**src/rtl/shift_add_multiplier_if.sv**
```systemverilog
// ----------------------------------------------------------------------------
// shift_add_multiplier_if
// Request/response bundle between a requester and the shift-add multiplier.
//   start         : request a multiply (honoured only while the multiplier idles)
//   multiplicand  : operand M, WIDTH bits
//   multiplier    : operand Q, WIDTH bits
//   busy          : multiplier is iterating
//   done          : one-cycle completion strobe, product valid alongside it
//   product       : 2*WIDTH-bit result, held until the next completion
// master modport = requester side, slave modport = multiplier side.
// ----------------------------------------------------------------------------
interface shift_add_multiplier_if #(
    parameter int WIDTH = 32
);
    logic                   start;
    logic [WIDTH-1:0]       multiplicand;
    logic [WIDTH-1:0]       multiplier;
    logic                   busy;
    logic                   done;
    logic [2*WIDTH-1:0]     product;

    modport master (
        output start,
        output multiplicand,
        output multiplier,
        input  busy,
        input  done,
        input  product
    );

    modport slave (
        input  start,
        input  multiplicand,
        input  multiplier,
        output busy,
        output done,
        output product
    );
endinterface

```
**src/rtl/shift_add_multiplier.sv**
```systemverilog
// ----------------------------------------------------------------------------
// shift_add_multiplier
// Sequential unsigned WIDTH x WIDTH multiplier, right-shift shift-and-add form.
// One conditional add plus one right shift of {carry, A, Q} per clock; the
// add runs through a ripple-carry chain of fulladder cells.
// Ports:
//   clk     : rising-edge clock
//   rst     : asynchronous, active-high reset
//   mul_if  : slave side of shift_add_multiplier_if (start, operands,
//             busy, done, product); all outputs are registered.
// ----------------------------------------------------------------------------

// Single-bit full adder cell used to build the ripple-carry chain.
module fulladder (
    input  logic a_i,
    input  logic b_i,
    input  logic cin_i,
    output logic sum_o,
    output logic cout_o
);
    assign sum_o  = a_i ^ b_i ^ cin_i;
    assign cout_o = (a_i & b_i) | (cin_i & (a_i ^ b_i));
endmodule

module shift_add_multiplier #(
    parameter int WIDTH = 32
) (
    input  logic                   clk,
    input  logic                   rst,
    shift_add_multiplier_if.slave  mul_if
);
    localparam int CW = $clog2(WIDTH + 1);

    typedef enum logic [1:0] {
        ST_IDLE = 2'd0,
        ST_RUN  = 2'd1,
        ST_DONE = 2'd2
    } state_t;

    state_t               state_q, state_d;
    logic [WIDTH-1:0]     m_q, m_d;
    logic [WIDTH-1:0]     a_q, a_d;
    logic [WIDTH-1:0]     q_q, q_d;
    logic [CW-1:0]        cnt_q, cnt_d;
    logic [2*WIDTH-1:0]   product_q, product_d;
    logic                 busy_q, busy_d;
    logic                 done_q, done_d;

    logic [WIDTH-1:0]     addend_s;
    logic [WIDTH:0]       carry_s;
    logic [WIDTH:0]       sum_s;
    logic [2*WIDTH-1:0]   shifted_s;

    // Multiplicand is added only when the current multiplier LSB is set.
    assign addend_s   = q_q[0] ? m_q : {WIDTH{1'b0}};
    assign carry_s[0] = 1'b0;

    genvar gi;
    generate
        for (gi = 0; gi < WIDTH; gi++) begin : g_rca
            fulladder u_fa (
                .a_i    (a_q[gi]),
                .b_i    (addend_s[gi]),
                .cin_i  (carry_s[gi]),
                .sum_o  (sum_s[gi]),
                .cout_o (carry_s[gi+1])
            );
        end
    endgenerate

    // The carry-out becomes the new MSB of A; without it large products wrap.
    assign sum_s[WIDTH] = carry_s[WIDTH];
    // Logical right shift of {carry, A, Q}: the Q LSB just consumed drops out.
    assign shifted_s    = {sum_s, q_q[WIDTH-1:1]};

    // Next-state, datapath and output decode for the IDLE/RUN/DONE sequencer.
    always_comb begin
        state_d   = state_q;
        m_d       = m_q;
        a_d       = a_q;
        q_d       = q_q;
        cnt_d     = cnt_q;
        product_d = product_q;
        busy_d    = 1'b0;
        done_d    = 1'b0;
        case (state_q)
            ST_IDLE: begin
                if (mul_if.start) begin
                    m_d     = mul_if.multiplicand;
                    q_d     = mul_if.multiplier;
                    a_d     = {WIDTH{1'b0}};
                    cnt_d   = CW'(WIDTH);
                    busy_d  = 1'b1;
                    state_d = ST_RUN;
                end else begin
                    state_d = ST_IDLE;
                end
            end
            ST_RUN: begin
                a_d   = shifted_s[2*WIDTH-1:WIDTH];
                q_d   = shifted_s[WIDTH-1:0];
                cnt_d = cnt_q - CW'(1);
                // Counter at 1 marks the final iteration: publish the result.
                if (cnt_q == CW'(1)) begin
                    product_d = shifted_s;
                    done_d    = 1'b1;
                    state_d   = ST_DONE;
                end else begin
                    busy_d    = 1'b1;
                    state_d   = ST_RUN;
                end
            end
            ST_DONE: begin
                state_d = ST_IDLE;
            end
            default: begin
                state_d = ST_IDLE;
            end
        endcase
    end

    // State, datapath and output registers; reset aborts any operation.
    always_ff @(posedge clk or posedge rst) begin
        if (rst) begin
            state_q   <= ST_IDLE;
            m_q       <= {WIDTH{1'b0}};
            a_q       <= {WIDTH{1'b0}};
            q_q       <= {WIDTH{1'b0}};
            cnt_q     <= {CW{1'b0}};
            product_q <= {(2*WIDTH){1'b0}};
            busy_q    <= 1'b0;
            done_q    <= 1'b0;
        end else begin
            state_q   <= state_d;
            m_q       <= m_d;
            a_q       <= a_d;
            q_q       <= q_d;
            cnt_q     <= cnt_d;
            product_q <= product_d;
            busy_q    <= busy_d;
            done_q    <= done_d;
        end
    end

    assign mul_if.busy    = busy_q;
    assign mul_if.done    = done_q;
    assign mul_if.product = product_q;

endmodule

```
**src/flat_wrapper.sv**
```systemverilog
// flat-port wrapper written by rule: the top's interface ports become plain ports
module shift_add_multiplier_flat 
#(
    parameter int WIDTH = 32
)
  (clk, rst, mul_if_start, mul_if_multiplicand, mul_if_multiplier, mul_if_busy, mul_if_done, mul_if_product);
  shift_add_multiplier_if #(.WIDTH(WIDTH)) mul_if_i ();
  input  logic clk;
  input  logic rst;
  input wire logic [$bits(mul_if_i.start)-1:0] mul_if_start;
  input wire logic [$bits(mul_if_i.multiplicand)-1:0] mul_if_multiplicand;
  input wire logic [$bits(mul_if_i.multiplier)-1:0] mul_if_multiplier;
  output wire logic [$bits(mul_if_i.busy)-1:0] mul_if_busy;
  output wire logic [$bits(mul_if_i.done)-1:0] mul_if_done;
  output wire logic [$bits(mul_if_i.product)-1:0] mul_if_product;
  assign mul_if_i.start = mul_if_start;
  assign mul_if_i.multiplicand = mul_if_multiplicand;
  assign mul_if_i.multiplier = mul_if_multiplier;
  assign mul_if_busy = mul_if_i.busy;
  assign mul_if_done = mul_if_i.done;
  assign mul_if_product = mul_if_i.product;
  shift_add_multiplier #(.WIDTH(WIDTH)) u_core (.clk(clk), .rst(rst), .mul_if(mul_if_i));
endmodule
```
**config.mk**
```make
export PLATFORM = sky130hd
export DESIGN_NAME = shift_add_multiplier_flat
export DESIGN_NICKNAME = d
export VERILOG_FILES = /design/src/rtl/shift_add_multiplier_if.sv /design/src/rtl/shift_add_multiplier.sv /design/src/flat_wrapper.sv
export SDC_FILE = /design/constraint.sdc
export NUM_CORES = 1
export LEC_CHECK = 0
export CORE_ASPECT_RATIO = 0.8
export CORE_MARGIN = 2
export CORE_UTILIZATION = 53
export CTS_CLUSTER_SIZE = 30
export DETAILED_ROUTE_END_ITERATION = 8
export PLACE_DENSITY = 0.8
export SLEW_MARGIN = 5
export SYNTH_ARGS = -nofsm -noshare
export SYNTH_HDL_FRONTEND = slang
export SYNTH_HIERARCHICAL = 1
export SYNTH_SLANG_ARGS = --single-unit
```
**constraint.sdc**
```tcl
create_clock -name clk -period 14.55 [get_ports clk]
set_input_delay 1.455 -clock clk [delete_from_list [all_inputs] [get_ports clk]]
set_output_delay 1.455 -clock clk [all_outputs]
set_load 0.005 [all_outputs]
```
# == Word level (Yosys, flattened, before mapping) ==
# Cells that the tools add are included.
# W data, S select, Z words.
# word_totals
regBits,170
input_bits,67
output_inout_bits,66
# classes
add_sub_neg,1
n_eq_ne,3
mux,15
bitwise_logic,157
reduce_logical,5
# ops
operator,n
$pmux W32 S2,2
$mux W32,3
$and A1 B1 Y1,63
$xor A1 B1 Y1,63
$or A1 B1 Y1,31
$pmux W6 S2,1
$eq A6 B1 Y1 const B,1
$mux W6,1
$reduce_and A2 Y1,3
$sub A6 B1 Y6 const B,1
$mux W1,5
$pmux W2 S2,1
$eq A2 B1 Y1 const B,1
$logic_not A2 Y1,1
$mux W2,1
$ne A2 B2 Y1 const B,1
$pmux W1 S2,1
$reduce_bool A2 Y1,1

# == Longest topological paths before layout ==
# logic_depth
ltp_word,65
ltp_mapped,34
depth_no_buf,34

# == Hierarchy ==
# The synthesis kept the hierarchy.
# by_module_without_submodules
module,n_inst,cells_each,area_per_inst_um2,seq_area_each_um2
shift_add_multiplier,1,564,6941.7,4229.1
fulladder,32,1,20.0,0.0

# == Worst setup path after synthesis ==
# No wires, ideal clock.
# synth_timing
kind,register -> register
start,register u_core.q_q[0]
end,register u_core.product_q[62] (netlist: u_core/mul_if.product[62])
setup_time_ns,0.125
arrival_time_ns,13.032
required_ns,14.425
slack_ns,1.393
path_stages_with_launch,35
n_path_buf,0
synth_period_minus_slack_ns,13.157
path_cell_list,dfrtp_1 -> and2_1 -> fa_1 -> fa_1 -> fa_1 -> fa_1 -> fa_1 -> fa_1 -> fa_1 -> fa_1 -> fa_1 -> fa_1 -> fa_1 -> fa_1 -> fa_1 -> fa_1 -> fa_1 -> fa_1 -> fa_1 -> fa_1 -> fa_1 -> fa_1 -> fa_1 -> fa_1 -> fa_1 -> fa_1 -> fa_1 -> fa_1 -> fa_1 -> fa_1 -> fa_1 -> fa_1 -> fa_1 -> fa_1 -> mux2_2
# synth_via
elab_chain_len,63
elab_cells_between_ends,124
# synth_rtl
item,line_no,rtl
"start, declared",shift_add_multiplier.sv:43,"logic [WIDTH-1:0] q_q, q_d;"
"start signal, assigned",shift_add_multiplier.sv:128,q_q <= {WIDTH{1'b0}};
"start signal, assigned",shift_add_multiplier.sv:137,q_q <= q_d;
$mux W32,shift_add_multiplier.sv:55,assign addend_s = q_q[0] ? m_q : {WIDTH{1'b0}};
named net u_core.addend_s[0],shift_add_multiplier.sv:49,logic [WIDTH-1:0] addend_s;
$and A1 B1 Y1,shift_add_multiplier.sv:22,assign cout_o = (a_i & b_i) | (cin_i & (a_i ^ b_i));
named net u_core.carry_s[1],shift_add_multiplier.sv:50,logic [WIDTH:0] carry_s;
$and A1 B1 Y1,shift_add_multiplier.sv:22,
$or A1 B1 Y1,shift_add_multiplier.sv:22,
named net u_core.carry_s[2],shift_add_multiplier.sv:50,
$and A1 B1 Y1,shift_add_multiplier.sv:22,
[1 not listed],--,
named net u_core.carry_s[3],shift_add_multiplier.sv:50,
[2 not listed],--,
named net u_core.carry_s[4],shift_add_multiplier.sv:50,
[2 not listed],--,
named net u_core.carry_s[5],shift_add_multiplier.sv:50,
[2 not listed],--,
named net u_core.carry_s[6],shift_add_multiplier.sv:50,
[2 not listed],--,
named net u_core.carry_s[7],shift_add_multiplier.sv:50,
[2 not listed],--,
named net u_core.carry_s[8],shift_add_multiplier.sv:50,
[2 not listed],--,
named net u_core.carry_s[9],shift_add_multiplier.sv:50,
[2 not listed],--,
named net u_core.carry_s[10],shift_add_multiplier.sv:50,
[2 not listed],--,
named net u_core.carry_s[11],shift_add_multiplier.sv:50,
[2 not listed],--,
named net u_core.carry_s[12],shift_add_multiplier.sv:50,
[2 not listed],--,
named net u_core.carry_s[13],shift_add_multiplier.sv:50,
[2 not listed],--,
named net u_core.carry_s[14],shift_add_multiplier.sv:50,
[2 not listed],--,
named net u_core.carry_s[15],shift_add_multiplier.sv:50,
[2 not listed],--,
named net u_core.carry_s[16],shift_add_multiplier.sv:50,
[2 not listed],--,
named net u_core.carry_s[17],shift_add_multiplier.sv:50,
[2 not listed],--,
named net u_core.carry_s[18],shift_add_multiplier.sv:50,
[2 not listed],--,
named net u_core.carry_s[19],shift_add_multiplier.sv:50,
[2 not listed],--,
named net u_core.carry_s[20],shift_add_multiplier.sv:50,
[2 not listed],--,
named net u_core.carry_s[21],shift_add_multiplier.sv:50,
[2 not listed],--,
named net u_core.carry_s[22],shift_add_multiplier.sv:50,
[2 not listed],--,
named net u_core.carry_s[23],shift_add_multiplier.sv:50,
[2 not listed],--,
named net u_core.carry_s[24],shift_add_multiplier.sv:50,
[2 not listed],--,
named net u_core.carry_s[25],shift_add_multiplier.sv:50,
[2 not listed],--,
named net u_core.carry_s[26],shift_add_multiplier.sv:50,
[2 not listed],--,
named net u_core.carry_s[27],shift_add_multiplier.sv:50,
[2 not listed],--,
named net u_core.carry_s[28],shift_add_multiplier.sv:50,
[2 not listed],--,
named net u_core.carry_s[29],shift_add_multiplier.sv:50,
$and A1 B1 Y1,shift_add_multiplier.sv:22,
$or A1 B1 Y1,shift_add_multiplier.sv:22,
named net u_core.carry_s[30],shift_add_multiplier.sv:50,
$and A1 B1 Y1,shift_add_multiplier.sv:22,
$or A1 B1 Y1,shift_add_multiplier.sv:22,
named net u_core.carry_s[31],shift_add_multiplier.sv:50,
$xor A1 B1 Y1,shift_add_multiplier.sv:21,assign sum_o = a_i ^ b_i ^ cin_i;
named net u_core.shifted_s[62],shift_add_multiplier.sv:52,logic [2*WIDTH-1:0] shifted_s;
"end signal, assigned",shift_add_multiplier.sv:130,product_q <= {(2*WIDTH){1'b0}};
"end signal, assigned",shift_add_multiplier.sv:139,product_q <= product_d;
"end, declared",shift_add_multiplier.sv:45,"logic [2*WIDTH-1:0] product_q, product_d;"
# The timed path passes the listed nets, and every way through them passes these cells.
# A chain may end at the register's enable or synchronous reset.

# == Final worst setup path ==
# Same ends and word-level chain as after synthesis.

==> metrics.cfg <==
[place]
pre_cts_ws_ns = 0.587
dp_cells = 880
dp_hpwl_microns = 10400
place.gp.congestion = 0.815
io_buffers = 132

[logic_synthesis]
ys_seq_area_frac = 0.558
ys_warn_count = 6
synth_top_area_share = 0.558
synthTopCellsByCount = 169 x dfrtp_1, 133 x nand2_1, 39 x mux2_4, 35 x o21ai_0
synth_area_sq_um = 7580
yosysUniqueCellTypes = 35
synth_nets = 697
syn_inst = 596
synth.area.top_cells = dfrtp_1 56%, fa_1 8.4%, mux2_4 7.7%
yosys.area.top_type = dfrtp_1
synth_ff_type = dfrtp_1
syn_avg_cell_area_sq_um = 12.7
synth_most_common_cell = dfrtp_1
ys_seq_elements = 169
synthArstFlopShare = 1.00
synth-edff-count = 0

[grt]
grt_pass1_wl_microns = 27100
grt-ovfl-total = 0
grt_usage = 0.230
antenna_found_initial = 0
grt_pass1_vias = 5341
grt_max_degree = 99

[timing]
setup_violations = 0
slew_headroom = 0.161
setup_ws_ns = 0.493
final.setup.tns_ns = 0
fin_worst_skew_ns = 0.00885
fin_crit_sh = 0.966
worst_slew_pin_slew_ns = 1.26
final-max-slew-violation-count = 0
rsz0062_at_grt = no
hold_viol = 0
finalCriticalPeriod_ns = 14.06
max_freq_ghz = 0.0711

[outcome]
status = finished clean

[critical_path]
r2r-end = u_core/mul_if.product[62]$_DFFE_PP0P_
crit_cells = 35
startpoint = u_core/q_q[0]$_DFFE_PP0P_
critPathTopFamily = adder cells
worstSetupPathType = flop to flop
cp-end-kind = flop
cp.required_ns = 14.85
critPathMaxFanout = 33
cp_num_buf_inv = 1
setup.worst_path.start_class = flop
ff2ff_setup_slack_ns = 0.49
cpMostUsedCell = fa_1
worstReg2RegStart = u_core/q_q[0]$_DFFE_PP0P_
arrival_ns = 14.36
ff2ff_path_depth = 35
cp_slowest_cell = fa_1
slowest_delay_ns = 0.47

[route]
drt_iter0_drc = 258
postRouteAntennaNets = 0
wire_per_inst_microns = 18.0
drcViolationCount = 0
dr.pass1.iters = 4
num_vias = 4934
wl_microns = 16400
viasPerCell = 5.41

[pwr]
p_seq_frac = 0.399
clockPowerShare = 0.232
p_int_w = 0.00143
p_switching_w = 0.000658
peakVddDrop_uv = 119
cellLeakagePower_nw = 4.55
swShare = 0.315
p_per_area_nw_per_um2 = 217
pwr-share-comb = 0.369

[clock_network]
cts_tree = yes
cts_resized = 0
cts_buffers = 17
clock-sinks = 169
htree_levels = 4
post-cts-setup-buffers = 0
path_clk_slew_ns = 0.06
cts_buffer_depth = 2
clk_latency_ns = 0.42
ctsHoldBuffers = 0
root_buffer = clkbuf_16

[cells_and_area]
nFillCells = 997
drive_gt1_frac = 0.133
antenna_cells = 0
area_growth_pct = 26.9
layout.cells.non_filler = 912
layout.nets = 816

[floorplanning]
pin_count = 133
die_width_microns = 138
initial_utilization = 0.536
die_h_microns = 111
rows = 39
die_area_sq_um = 15300
core_sq_um = 14200

[hold_path]
hold_depth = 2
min_delay_worst_endpoint = u_core/m_q[17]$_DFFE_PP0P_
hold_path_class = flop to flop
worstHoldStart = u_core/m_q[17]$_DFFE_PP0P_

[run]
drv_cap = 0

layout make-up:
type / instances / area, sq um / share of cell area
clock inverters: 13 / 191 / 0.0199
well taps: 184 / 230 / 0.0239
repair buffers: 140 / 1380 / 0.144
clock buffers: 19 / 453 / 0.0471
multi-input cells: 382 / 3120 / 0.324
inverters: 5 / 23.8 / 0.00247
flip-flops and latches: 169 / 4230 / 0.439
registers in the layout, indices dropped and copies added, names as in the netlist:
register               flops
u_core/mul_if.product     64
u_core/m_q                32
u_core/cnt_q               6
u_core/q_q                32
u_core/a_q                32
u_core/state_q             2
u_core/mul_if.done         1
cell usage in the layout, fill, tap and decap left out, drive strengths merged, types with 2 or more instances in the layout:
cell type,instances
a22o,32
a22oi,32
and2,32
buf,8
bufinv,4
clkbuf,19
clkdlybuf4s50,132
clkinv,3
clkinvlp,3
dfrtp,169
fa,32
ha,2
inv,8
mux2,64
mux2i,2
nand2,133
nand2b,2
nor2b,2
nor3,2
o21ai,36
or3b,2
tightest hold or removal path, delay by kind of cell (launching register included):
family / cells / cell delay [ns]
AND/OR/NAND/NOR: 2 / 0.10
flip-flops: 1 / 0.34
through the flow:
step / power [W] / util / cell area [sq um] / hold slack (ns)
global route: 0.00223 / 0.680 / 9620 / 0.492
CTS: 0.00210 / 0.680 / 9620 / 0.472
floorplan: 0.00127 / - / 7580 / 0.437
finish: 0.00209 / 0.680 / 9620 / 0.469
detailed placement: 0.00160 / 0.635 / 8980 / 0.456
global placement: 0.00156 / 0.635 / 8980 / 0.453
routing by layer:
metal  GRT usage  up-vias  wire (microns)
li1            -     2265               -
met1       0.331     2504            7680
met2       0.354      145            7720
met3      0.0553       20             857
met4      0.0633        0             163
met5           0        -               0
logic make-up after synthesis:
logic type                 synth area share
and+or+nand+nor                       0.107
DFF                                   0.558
AOI/OAI and AO/OA                    0.0952
muxes                                 0.117
buffers and inverters                0.0343
adders and majority gates            0.0878
other                              0.000495
worst max path at each step:
stage,to
6_report,u_core/mul_if.product[62]$_DFFE_PP0P_
5_1_grt,u_core/mul_if.product[62]$_DFFE_PP0P_
4_1_cts,u_core/mul_if.product[62]$_DFFE_PP0P_
3_5_place_dp,u_core/mul_if.product[62]$_DFFE_PP0P_
3_3_place_gp,u_core/mul_if.product[62]$_DFFE_PP0P_
2_1_floorplan,u_core/mul_if.product[62]$_DFFE_PP0P_
power by group through the flow:
stage / Combinational (W) / Clock, W / Sequential (W)
after floorplan: 0.000461 / 0 / 0.000809
after global placement: 0.000732 / 0 / 0.000823
after detailed placement: 0.000764 / 0 / 0.000838
after CTS: 0.000773 / 0.000494 / 0.000834
after global routing: 0.000849 / 0.000519 / 0.000863
final: 0.000770 / 0.000484 / 0.000833
Power figures use the tool's default switching activity.
